File: src/rtl/alu_issue_queue.sv
// Issue stage in front of the ALU: queues decoded ops, issues one at a time with
// operands and mode held stable, and returns result + tag on a valid/ready port.
module alu_issue_queue #(
    parameter int DEPTH   = 4,
    parameter int TAG_W   = 4,
    parameter int TIMEOUT = 15
) (
    input  logic                   clk,
    input  logic                   rst,
    input  logic                   in_valid,
    output logic                   in_ready,
    input  logic [31:0]            in_op_a,
    input  logic [31:0]            in_op_b,
    input  logic [3:0]             in_alu_op,
    input  logic [TAG_W-1:0]       in_tag,
    input  logic                   mode_fast_req,
    output logic                   start_exec,
    output logic                   mode_fast,
    output logic [31:0]            op_a,
    output logic [31:0]            op_b,
    output logic [3:0]             alu_op,
    input  logic [31:0]            alu_result,
    input  logic                   alu_busy,
    input  logic                   alu_done,
    output logic                   wb_valid,
    input  logic                   wb_ready,
    output logic [31:0]            wb_result,
    output logic [TAG_W-1:0]       wb_tag,
    output logic                   wb_timeout,
    output logic [$clog2(DEPTH):0] q_count
);
    localparam int PTR_W = $clog2(DEPTH);
    localparam int WD_W  = $clog2(TIMEOUT + 1);
    localparam logic [PTR_W:0] FULL_CNT = (PTR_W + 1)'(DEPTH);
    localparam logic [WD_W-1:0] WD_LAST = WD_W'(TIMEOUT - 1);

    typedef enum logic [2:0] {
        S_IDLE,
        S_ISSUE,
        S_WAIT,
        S_CAPT,
        S_WB
    } state_t;

    state_t state, state_nxt;

    logic [31:0]      fifo_a   [DEPTH];
    logic [31:0]      fifo_b   [DEPTH];
    logic [3:0]       fifo_op  [DEPTH];
    logic [TAG_W-1:0] fifo_tag [DEPTH];

    logic [PTR_W-1:0] wr_ptr;
    logic [PTR_W-1:0] rd_ptr;
    logic [WD_W-1:0]  wdog;
    logic [TAG_W-1:0] tag_q;
    logic             push;
    logic             pop;
    logic             wd_expired;

    assign in_ready   = (q_count != FULL_CNT);
    assign push       = in_valid && in_ready;
    assign pop        = (state == S_IDLE) && (q_count != '0) && !alu_busy;
    assign wd_expired = (wdog == WD_LAST);

    // Queue storage carries data only; occupancy lives in the pointers/count.
    always_ff @(posedge clk) begin
        if (push) begin
            fifo_a[wr_ptr]   <= in_op_a;
            fifo_b[wr_ptr]   <= in_op_b;
            fifo_op[wr_ptr]  <= in_alu_op;
            fifo_tag[wr_ptr] <= in_tag;
        end
    end

    always_ff @(posedge clk or posedge rst) begin
        if (rst) begin
            wr_ptr  <= '0;
            rd_ptr  <= '0;
            q_count <= '0;
        end else begin
            if (push) begin
                wr_ptr <= wr_ptr + PTR_W'(1);
            end
            if (pop) begin
                rd_ptr <= rd_ptr + PTR_W'(1);
            end
            case ({push, pop})
                2'b10:   q_count <= q_count + (PTR_W + 1)'(1);
                2'b01:   q_count <= q_count - (PTR_W + 1)'(1);
                default: q_count <= q_count;
            endcase
        end
    end

    always_ff @(posedge clk or posedge rst) begin
        if (rst) begin
            state <= S_IDLE;
        end else begin
            state <= state_nxt;
        end
    end

    always_comb begin
        state_nxt  = state;
        start_exec = 1'b0;
        wb_valid   = 1'b0;
        case (state)
            S_IDLE: begin
                if (pop) begin
                    state_nxt = S_ISSUE;
                end
            end
            S_ISSUE: begin
                start_exec = 1'b1;
                state_nxt  = alu_done ? S_CAPT : S_WAIT;
            end
            S_WAIT: begin
                if (alu_done) begin
                    state_nxt = S_CAPT;
                end else if (wd_expired) begin
                    state_nxt = S_WB;
                end
            end
            S_CAPT: begin
                state_nxt = S_WB;
            end
            S_WB: begin
                wb_valid = 1'b1;
                if (wb_ready) begin
                    state_nxt = S_IDLE;
                end
            end
            default: begin
                state_nxt = S_IDLE;
            end
        endcase
    end

    // Exec regs load only on pop, so they stay frozen from ISSUE through WB.
    always_ff @(posedge clk or posedge rst) begin
        if (rst) begin
            op_a       <= '0;
            op_b       <= '0;
            alu_op     <= '0;
            tag_q      <= '0;
            mode_fast  <= 1'b0;
            wdog       <= '0;
            wb_result  <= '0;
            wb_tag     <= '0;
            wb_timeout <= 1'b0;
        end else begin
            if (pop) begin
                op_a      <= fifo_a[rd_ptr];
                op_b      <= fifo_b[rd_ptr];
                alu_op    <= fifo_op[rd_ptr];
                tag_q     <= fifo_tag[rd_ptr];
                mode_fast <= mode_fast_req;
            end
            case (state)
                S_ISSUE: begin
                    wdog <= '0;
                end
                S_WAIT: begin
                    wdog <= wdog + WD_W'(1);
                    if (!alu_done && wd_expired) begin
                        wb_result  <= '0;
                        wb_tag     <= tag_q;
                        wb_timeout <= 1'b1;
                    end
                end
                S_CAPT: begin
                    wb_result  <= alu_result;
                    wb_tag     <= tag_q;
                    wb_timeout <= 1'b0;
                end
                default: begin
                    wdog <= wdog;
                end
            endcase
        end
    end

endmodule

File: config.mk
export PLATFORM = sky130hd
export DESIGN_NAME = alu_issue_queue
export DESIGN_NICKNAME = d
export VERILOG_FILES = /design/src/rtl/alu_issue_queue.sv
export SDC_FILE = /design/constraint.sdc
export NUM_CORES = 1
export LEC_CHECK = 0
export CAP_MARGIN = 40
export CORE_MARGIN = 2
export CORE_UTILIZATION = 54
export CTS_CLUSTER_DIAMETER = 80
export DETAILED_ROUTE_END_ITERATION = 10
export GPL_ROUTABILITY_DRIVEN = 0
export HOLD_SLACK_MARGIN = 0.08
export PLACE_DENSITY = 0.79
export REMOVE_ABC_BUFFERS = 1
export SYNTH_ARGS = -nofsm -noshare
export SYNTH_HDL_FRONTEND = slang
export SYNTH_SLANG_ARGS = --single-unit
export TNS_END_PERCENT = 5
File: constraint.sdc
create_clock -name clk -period 4.4 [get_ports clk]
set_clock_uncertainty 0.15 [all_clocks]
set_input_delay 0.44 -clock clk [delete_from_list [all_inputs] [get_ports clk]]
set_output_delay 0.44 -clock clk [all_outputs]
set_load 0.02 [all_outputs]
Word level (Yosys, flattened, before mapping)
Memories as Yosys holds them, arrays and structs flattened. A register that Yosys moved wholly into a read port is not among the register bits.
Index checks and enable logic that the tools add are counted.

operators by class
  reduce and logical (&&, ||, !) cells = 13
  add/subtract/negate cells = 5
  mux-type cells = 18
  equality and inequality tests = 12

operators by type and width
  kind                   number
  $pmux W32 S2           1
  $mux W32               1
  $pmux W4 S2            2
  $pmux W3 S5            1
  $mux W3                4
  $eq A3 B2 Y1 const B   2
  $mux W1                6
  $ne A2 B2 Y1 const B   3
  $ne A3 B3 Y1 const B   2
  $pmux W3 S2            1
  $reduce_bool A2 Y1     3
  $add A2 B1 Y2 const B  2
  $add A4 B1 Y4 const B  1
  $eq A4 B4 Y1 const B   1
  $logic_and A1 B1 Y1    4
  $mux W4                1
  $add A3 B1 Y3 const B  1
  $eq A3 B1 Y1 const B   1
  $eq A3 B3 Y1 const B   1
  $logic_not A3 Y1       1
  $reduce_and A3 Y1      1
  $reduce_bool A3 Y1     1
  $sub A3 B1 Y3 const B  1
  $eq A2 B1 Y1 const B   1
  4 further kinds        5

storage, ports and cells
  input bits = 111
  memories = 4
  memory bits (writable) = 288
  output and inout port bits = 112
  register bits = 52

memory list
  memory    depth  width  rd ports  clocked after memory_dff  write ports  RTL line  source
  fifo_a    4      32     1         1                         1            47        logic [31:0] fifo_a [DEPTH];
  fifo_b    4      32     1         1                         1            48        logic [31:0] fifo_b [DEPTH];
  fifo_op   4      4      1         1                         1            49        logic [3:0] fifo_op [DEPTH];
  fifo_tag  4      4      1         1                         1            50        logic [TAG_W-1:0] fifo_tag [DEPTH];

Longest topological paths before layout
Gate-level depths: netlist of the first run.

  depth in word-level cells = 5
  mapped depth = 11
  gate-level depth less buffers = 9

Worst setup path after synthesis of the first run
No wires, ideal clock.

  kind = flip-flop to flip-flop
  start = register q_count[2]
  end = memory fifo_a[0][0] (enable)
  path slack = 1.209 ns
  setup time = 0.439 ns
  clock period less this slack = 3.191 ns
  path buffers = 0
  stages on the path, launching flop included = 3
  arrival = 2.602 ns
  data required time = 3.811 ns
  cell sequence = dfrtp_1 -> or3b_1 -> and3_1

on the way
  word-level cells in the longest chain between the ends = 4

ends and longest elaborated chain
  item                           RTL line  source
  from (decl)                    30        output logic [$clog2(DEPTH):0] q_count
  from (signal assigned)         88        2'b10: q_count <= q_count + (PTR_W + 1)'(1);
  from (signal assigned)         89        2'b01: q_count <= q_count - (PTR_W + 1)'(1);
  from (signal assigned)         90        default: q_count <= q_count;
  $ne A3 B3 Y1                   60        assign in_ready = (q_count != FULL_CNT);
  named net in_ready             11        output logic in_ready,
  $logic_and A1 B1 Y1            61        assign push = in_valid && in_ready;
  $mux W1                        67        if (push) begin
  $mux W1 (not written as such)  68        fifo_a[wr_ptr] <= in_op_a;
  to (decl)                      47

The timed path passes the listed nets, and every way through them passes these cells.

Worst setup path after layout of the first run
  start = register state[1]
  end = output wb_valid

on the way
  word-level cells in the longest chain between the ends = 2

ends and longest elaborated chain
  item                    RTL line  source
  from (decl)             45        state_t state, state_nxt;
  from (signal assigned)  99        state <= state_nxt;
  $eq A3 B3 Y1            107       case (state)
  $mux W1                 107
  to (decl)               25        output logic wb_valid,

No other way between the ends.

==> reports/summary.md, run 1 <==
The run finished with clean final reports. Counting both buffers and inverters, the worst setup path holds a total of 3. The H-tree was split into 2 levels.

In this run the remaining antenna-violating nets after routing total 0. The post-route netlist has 22.6% of its cells at a drive strength greater than 1. Sequential elements use 76.1% of the synthesized area. Power spread over the standard cell area amounts to 720 nW/um^2. For this design, the slowest cell found on the critical path is clkdlybuf4s50_1. The clock transition at the register clock pins on the worst setup and hold paths after CTS came out at 60 ps. Among all flip-flop cells after synthesis, the most frequent one is edfxtp_1. The run gives 4 as the count of TritonRoute iterations in the first routing pass. The number of setup buffers added after CTS is 0. In the finished design, the share of the clock period the worst path needs comes to 62.3%. For this run, the total global-route usage over all layers was measured as 20.5%. The run gives 768 as the count of mapped cells out of synthesis.

Summed over all nets, the switching power comes to 0.00424 W. The tools report the total DRC errors in the routed layout as 0. The via count of the first global-routing pass was 8415; the via density per instance was 5.49. From left edge to right edge, the die measures 173 um. The worst-case setup slack after placement was 1550 ps. Among cell families on the critical path, the largest total delay comes from buffers and inverters.

For this run, the top clock speed supported by timing is 0.365 GHz. For the pin with the worst max-slew slack, the measured transition is 850 ps. The run gives 0 as the count of final setup violators. The most numerous cell type found on the critical path is inv_1. A synthesized cell averages 20.1 um^2. In the final routed layout, each cell accounts on average for 21.2 um. From synthesis to final layout, the design area changed by 25.7%. For flop-to-flop paths, the worst setup slack is 1720 ps.

The type of the worst min-delay path is in2async. Of the total power, the clock network draws 24.2%. The flop and latch count out of synthesis was 412.

The tools report the worst path arrival time as 2150 ps. The violation count after the first detailed-routing iteration was 593. The worst hold slack after final layout came out at 253 ps. At the worst endpoint, the required time is 3810 ps. For this design the static power due to leakage is 7.00 nW.

TritonCTS built the clock tree. The synthesized netlist devotes 0.697% of its cell area to adder and majority cells. The xor and xnor fraction of the mapped netlist area is 0.340%.

Counting the fill cells in the layout gives 1840. For the maximum ir drop on the vdd rail, the log shows 0.000492 V. The synthesized netlist devotes 2.71% of its cell area to simple gates. For the worst-skew pair, the clock arrives at the later sink with an insertion delay of 520 ps. Start-to-end type of the worst setup path: reg2out. The multiplexer fraction of the synthesized cell area was 16.5%. The number of antenna violations at the first check in global routing came out at 3. Setup slack closes at 1660 ps.

The number of different library cells used by synthesis comes to 43. The number of primary I/O pins is 223. Number of max-slew violations in the final report: 0.

Final hold violation count: 0. Headroom to the max-slew limit came out at 43.3%. The number of gates resized after CTS was 0. The endpoint type of the worst setup path is an output port.

The clock passes through at most 3 buffers. The die extent in y was 173 um. Max-cap violations in this run came to 0. Of all nets on the critical path, the largest fanout is 12. The nature of the critical path startpoint is a register.

The tools report the placeable core region as 28000 um^2. The overflow left after global routing is 0, and the number of clock buffers inserted by TritonCTS is 41. The synthesized netlist devotes 1.78% of its cell area to compound gates. Setup repair after global routing left no endpoint under its margin. The total routed wirelength is 30.3 mm, and the portion of total power attributed to sequential cells is 43.3%. The clock period could shrink to 2740 ps.

For the share of total power in combinational logic, the log shows 32.5%. The buffer type at the clock tree root is clkbuf_16. The logs give 1132 for the net count of the finished layout and 15400 um^2 for the cell area after synthesis. Count of hold buffers inserted by post-cts repair: 0. The clock drives 412 sinks.

The Yosys step of the flow raised 0 warnings. The critical path goes through inv_1 -> nand3_1 -> inv_1 -> clkdlybuf4s50_1. In this design, the stage delay of the slowest critical-path cell is 640 ps. Number of buffer cells added on primary ports: 222. The total half-perimeter wirelength after legalization and detailed placement came out at 19.2 mm.

The share of synthesized flip-flops with an asynchronous set or reset came out at 30.1%. The run gives 47.6 mm as the global-route wire length before repair. The internal power of the cells totals 0.00974 W. Counting flops with a built-in enable in the synthesized netlist gives 288.

The dominant combinational cell family by area after synthesis was multiplexers. After floorplanning, the core was divided into 61 placement rows. The fraction of power spent switching nets came out at 30.3%. The total via count in the routed design was 7829. The initial utilization of the core area, before any placement, comes to 55.1%.

The tools report the sum of negative setup slack as 0 ps. The floorplan step defined a die boundary enclosing 30000 um^2. Entering global routing, the biggest net connects 67 pins.
## power groups by stage
stage	logic, W	clock network (W)	registers [W]
final	0.00455	0.00338	0.00606
after global routing	0.00486	0.00359	0.00620
after CTS	0.00462	0.00345	0.00608
after detailed placement	0.00459	0	0.00614
after global placement	0.00447	0	0.00610
after floorplan	0.00215	0	0.00667
## layout by cell type (no fill, tap or decap), types with 3 or more instances in the layout
master | netlist | final
clkinv_2 | 0 | 8
inv_1 | 12 | 11
and3_4 | 0 | 4
clkbuf_16 | 0 | 43
mux2_4 | 8 | 8
mux2_2 | 69 | 69
a21oi_1 | 3 | 3
clkbuf_1 | 16 | 10
mux4_2 | 72 | 72
nor2_1 | 4 | 4
dfrtp_1 | 124 | 122
clkdlybuf4s50_1 | 0 | 222
xnor2_1 | 4 | 4
inv_6 | 0 | 3
buf_4 | 0 | 13
edfxtp_1 | 288 | 288
o21ai_0 | 38 | 38
clkinv_1 | 0 | 7
buf_8 | 1 | 3
nand2_1 | 68 | 68
bufinv_16 | 0 | 3
ha_1 | 7 | 7
## synthesized netlist by cell type, types with 2 or more instances
master    instances  area share (%)
nor2_1            4           0.097
mux2_4            8            0.78
edfxtp_1        288              56
dfrtp_1         124              20
xnor2_1           4            0.23
ha_1              7            0.57
xor2_1            2            0.11
buf_1             3           0.073
or3_1             2           0.081
inv_1            12            0.29
mux2i_1           2            0.13
buf_2             5            0.16
nand2_1          68             1.7
buf_6            12            0.87
clkbuf_1         16            0.39
nand3_1           2           0.065
mux2_2           69             5.0
a21oi_1           3           0.097
o21ai_0          38             1.2
mux4_2           72              10
and3_1            5            0.20
## final timing paths
path                                     start             to  cells after the start
worst max-delay path                  state[1]       wb_valid                      4
worst min-delay path                       rst  wb_result[24]                      2
worst max register to register        state[0]     q_count[2]                      9
worst min register to register      wb_timeout     wb_timeout                      1
max in group asynchronous                  rst   wb_result[8]                      3
min in group clk                alu_result[13]  wb_result[13]                      3
## cell type report
type | instances | area [um^2] | area share, %
timing repair buffer | 239 | 2380 | 12.3
inverter | 12 | 50.0 | 0.258
multi-input combinational | 307 | 3430 | 17.7
antenna | 1 | 2.50 | 0.0129
clock inverter | 21 | 181 | 0.934
clock buffer | 55 | 1140 | 5.87
tap | 378 | 473 | 2.43
sequential | 412 | 11800 | 60.5
## sequential cells by signal, indices dropped and copies added (netlist names)
name        cells
fifo_tag       16
rd_ptr          2
wb_tag          4
op_a           32
wb_timeout      1
alu_op          4
fifo_op        16
mode_fast       1
wb_result      32
fifo_b        128
wr_ptr          2
tag_q           4
wdog            4
q_count         3
fifo_a        128
op_b           32
state           3
## cells by family after synthesis
| logic type | after synthesis |
|---|---|
| AND/OR/NAND/NOR | 92 |
| buffers and inverters | 49 |
| XOR/XNOR | 6 |
| adder cells (fa/ha/maj) | 8 |
| flip-flops | 412 |
| AO/OA/AOI/OAI | 49 |
| multiplexers | 152 |
## stage by stage
step	power [W]	area, um^2	utilization, %	std cells
floorplan	0.00882	15200	-	731
global placement	0.0106	18100	64.5	1345
detailed placement	0.0107	18100	64.6	1348
CTS	0.0141	19400	69.3	1424
global route	0.0146	19400	69.3	1424
finish	0.0140	19400	69.3	1425
## per-layer routing
metal,vias to the layer above,share of wire (%),wire length (um),GRT usage [%]
met5,-,0.099,30,0
met4,4,1.6,476,4.70
met3,41,6.3,1900,4.60
met2,277,51,15400,34.8
met1,4023,41,12400,27.5
li1,3484,-,-,-
(Power assumes the default switching activity.)
==> run 2, diff against run 1 <==
--- a/config.mk
+++ b/config.mk
@@ -7,12 +7,12 @@
 export LEC_CHECK = 0
 export CAP_MARGIN = 40
 export CORE_MARGIN = 2
-export CORE_UTILIZATION = 54
+export CORE_UTILIZATION = 49
 export CTS_CLUSTER_DIAMETER = 80
 export DETAILED_ROUTE_END_ITERATION = 10
 export GPL_ROUTABILITY_DRIVEN = 0
 export HOLD_SLACK_MARGIN = 0.08
-export PLACE_DENSITY = 0.79
+export PLACE_DENSITY = 0.76
 export REMOVE_ABC_BUFFERS = 1
 export SYNTH_ARGS = -nofsm -noshare
 export SYNTH_HDL_FRONTEND = slang
==> constraint.sdc (replaced) <==
create_clock -name clk -period 2.2 [get_ports clk]
set_clock_uncertainty 0.15 [all_clocks]
set_input_delay 0.22 -clock clk [delete_from_list [all_inputs] [get_ports clk]]
set_output_delay 0.22 -clock clk [all_outputs]
set_load 0.02 [all_outputs]
==> run 2 against run 1 <==
Effect of this change: via count increased by 1.5%; combinational power increased by 120%; core utilization shrank 5.6 points; clock power increased by 100%; largest power group unchanged; global-route usage down 0.96 points.
==> reports/summary.md, run 2 (synthesis results as in run 1) <==
The flow ran to the end, and the final reports show no timing, DRC or antenna violations. The library cell used most frequently in the layout, excluding fill and tap cells, is edfxtp_1. The H-tree depth reported by CTS was 2; the number of buffer and inverter instances along the worst setup path was 2. The worst hold path terminates at wb_result[31]. For this design the static power due to leakage is 7.22 nW.

In the final routed layout, each cell accounts on average for 21.3 um. The critical path is of the reg2reg type. The overall track demand over capacity in global routing was 19.6%; the register-to-register path setup slack was 30 ps. The total half-perimeter wirelength after legalization and detailed placement came out at 19.9 mm. For the via count of the first global-routing pass, the log shows 8573. The tools report the endpoint type of the worst setup path as a register. The capturing point of the worst reg2reg path was q_count[2]. The post-route netlist has 25.1% of its cells at a drive strength greater than 1. The floorplan has 65 rows.

For the number of clock buffers inserted by TritonCTS, the log shows 42. The sum of negative setup slack was 0 ps; the period utilization was 98.7%. Power spread over the standard cell area amounts to 1440 nW/um^2. After clock tree synthesis, the clock-pin slew on the worst setup and hold paths is 60 ps. The tools report the worst-case setup slack after placement as -52.8 ps. In this run the deepest clock path goes through 3 buffers.

The overall die area is 33000 um^2, and the path depth of the worst reg2reg path is 9. After layout, the minimum clock period comes to 2170 ps. The worst setup path is launched from a register. The biggest fanout along the worst timing path was 2; the die width was 182 um. CTS placed an instance of clkbuf_16 at the clock tree root.

The total via count in the routed design is 7948, and the via density per instance is 5.38. Summing all multi-input logic gate instances after layout gives 3440 um^2. For this configuration, the core starts out at a cell density of 49.3%. CTS saw 412 sinks. Max-cap violations in this run came to 0.

The global-route wire length before repair is 49.2 mm. The number of antenna violations at the first check in global routing is 2, and the transition time at the pin with the least slew margin is 373 ps. Port buffering added 222 buffers.

Along the worst hold path, the cell count comes to 3. The slowest cell on the critical path was or3b_4. Entering global routing, the biggest net connects 47 pins.

The core region is 31300 um^2. The cell class contributing the biggest share of worst-path delay is simple AND/OR/NAND/NOR gates. Data arrives at the worst endpoint at 2460 ps.

In the final layout, the registers with the most flip-flops are fifo_a (128), fifo_b (128). In the layout the commonest cells are edfxtp_1, clkdlybuf4s50_1, dfrtp_1. The run gives 0 as the final antenna-violating net count. The share of total power dissipated in combinational logic is 35.4%. Type of the worst min-delay path: in2reg. The net load switching power is 0.00871 W.

The die is 182 um tall. Timing would allow up to 0.461 GHz. The overflow left after global routing is 0. Reg-to-reg startpoint: q_count[0]. Walking the worst path, the cells encountered are or3b_4 -> and2_4 -> inv_1 -> ha_2 -> inv_1 -> fa_2 -> xor2_1 -> nor2_1 -> xor2_1. The worst path meets setup with 29.6 ps of slack. TritonCTS built the clock tree. The maximum single-stage delay on the critical path came out at 400 ps.

The routed design has 31.5 mm of wire. Setup violations remaining at the end of the flow were counted as 0. The total DRC errors in the routed layout is 0, and the internal power is 0.0200 W. The number of gates on the worst path with buffers counted is 9. For the count of TritonRoute iterations in the first routing pass, the log shows 7. Of the total power, registers draw 40.8%. Setup repair after global routing could not meet its margin everywhere. The clock network is responsible for 23.7% of the overall power.

The number of max-slew violations in the final report came out at 0. Area growth from synthesis to final layout: 29.1%. Headroom to the max-slew limit came out at 75.1%. The layout has 2169 filler cells. For the worst-skew pair, the clock arrives at the later sink with an insertion delay of 520 ps. VDD sags by at most 0.000903 V. For this design the top-level I/O count stands at 223. For the violation count after the first detailed-routing iteration, the log shows 451.

The sequential cell area came out at 11800 um^2. The run gives 0 as the final hold violation count. The fraction of power spent switching nets works out to 30.3%.

The tools report the data required time of the worst path as 2480 ps. The startpoint identified for the worst hold timing path is alu_result[31]. The net count of the finished layout is 1162.
-- run 2: cell type report --
class                   instances  area share, %
inverters                      12          0.270
clock buffers                  56           5.79
well taps                     402           2.52
multi-input cells             307           17.3
clock inverters                20          0.866
repair buffers                268           14.3
diodes                          1         0.0125
flip-flops and latches        412           58.9
-- run 2: worst max path at each step --
| stage | startpoint | end | slack (ps) |
|---|---|---|---|
| after floorplan | rd_ptr[0] | op_a[25] | -1890 |
| after global placement | q_count[1] | q_count[2] | 20 |
| after detailed placement | q_count[1] | q_count[2] | -50 |
| after CTS | q_count[0] | q_count[2] | 2 |
| after global routing | q_count[0] | q_count[2] | -50 |
| final | q_count[0] | q_count[2] | 30 |
-- run 2: repair_timing --
| item | in CTS | in global routing |
|---|---|---|
| pin swaps | 3 | 2 |
| buffers inserted | 0 | 0 |
| resized for setup | 9 | 5 |
| endpoints found under the setup margin | 4 | 21 |
| hold endpoints to repair | 31 | 0 |
| hold buffers | 1 | 0 |
-- run 2: tightest hold or removal path, stage by stage --
cell and delay [ps]:
clkdlybuf4s50_1 400, nand2_1 50, o21ai_0 60
-- run 2: routing by layer --
metal	track usage [%]	vias to the layer above	share of wire, %
met4	4.81	0	2.1
met3	4.47	50	6.2
met5	0	-	0
li1	-	3551	-
met1	24.7	4100	41
met2	34.6	247	51
-- run 2: stage by stage --
step	std cells	cell area (um^2)	utilization, %	total power [W]	hold slack, ps
2_1_floorplan	731	15200	-	0.0174	169
3_3_place_gp	1400	18600	59.4	0.0219	322
3_5_place_dp	1400	18600	59.4	0.0222	330
4_1_cts	1477	19900	63.7	0.0291	94.7
5_1_grt	1477	19900	63.7	0.0302	116
6_report	1478	19900	63.7	0.0288	113
-- run 2: power groups by stage --
stage,clock (W),sequential (W),combinational (W)
6_report,0.00683,0.0117,0.0102
3_3_place_gp,0,0.0118,0.0101
3_5_place_dp,0,0.0119,0.0103
4_1_cts,0.00697,0.0118,0.0104
2_1_floorplan,0,0.0133,0.00414
5_1_grt,0.00727,0.0120,0.0109
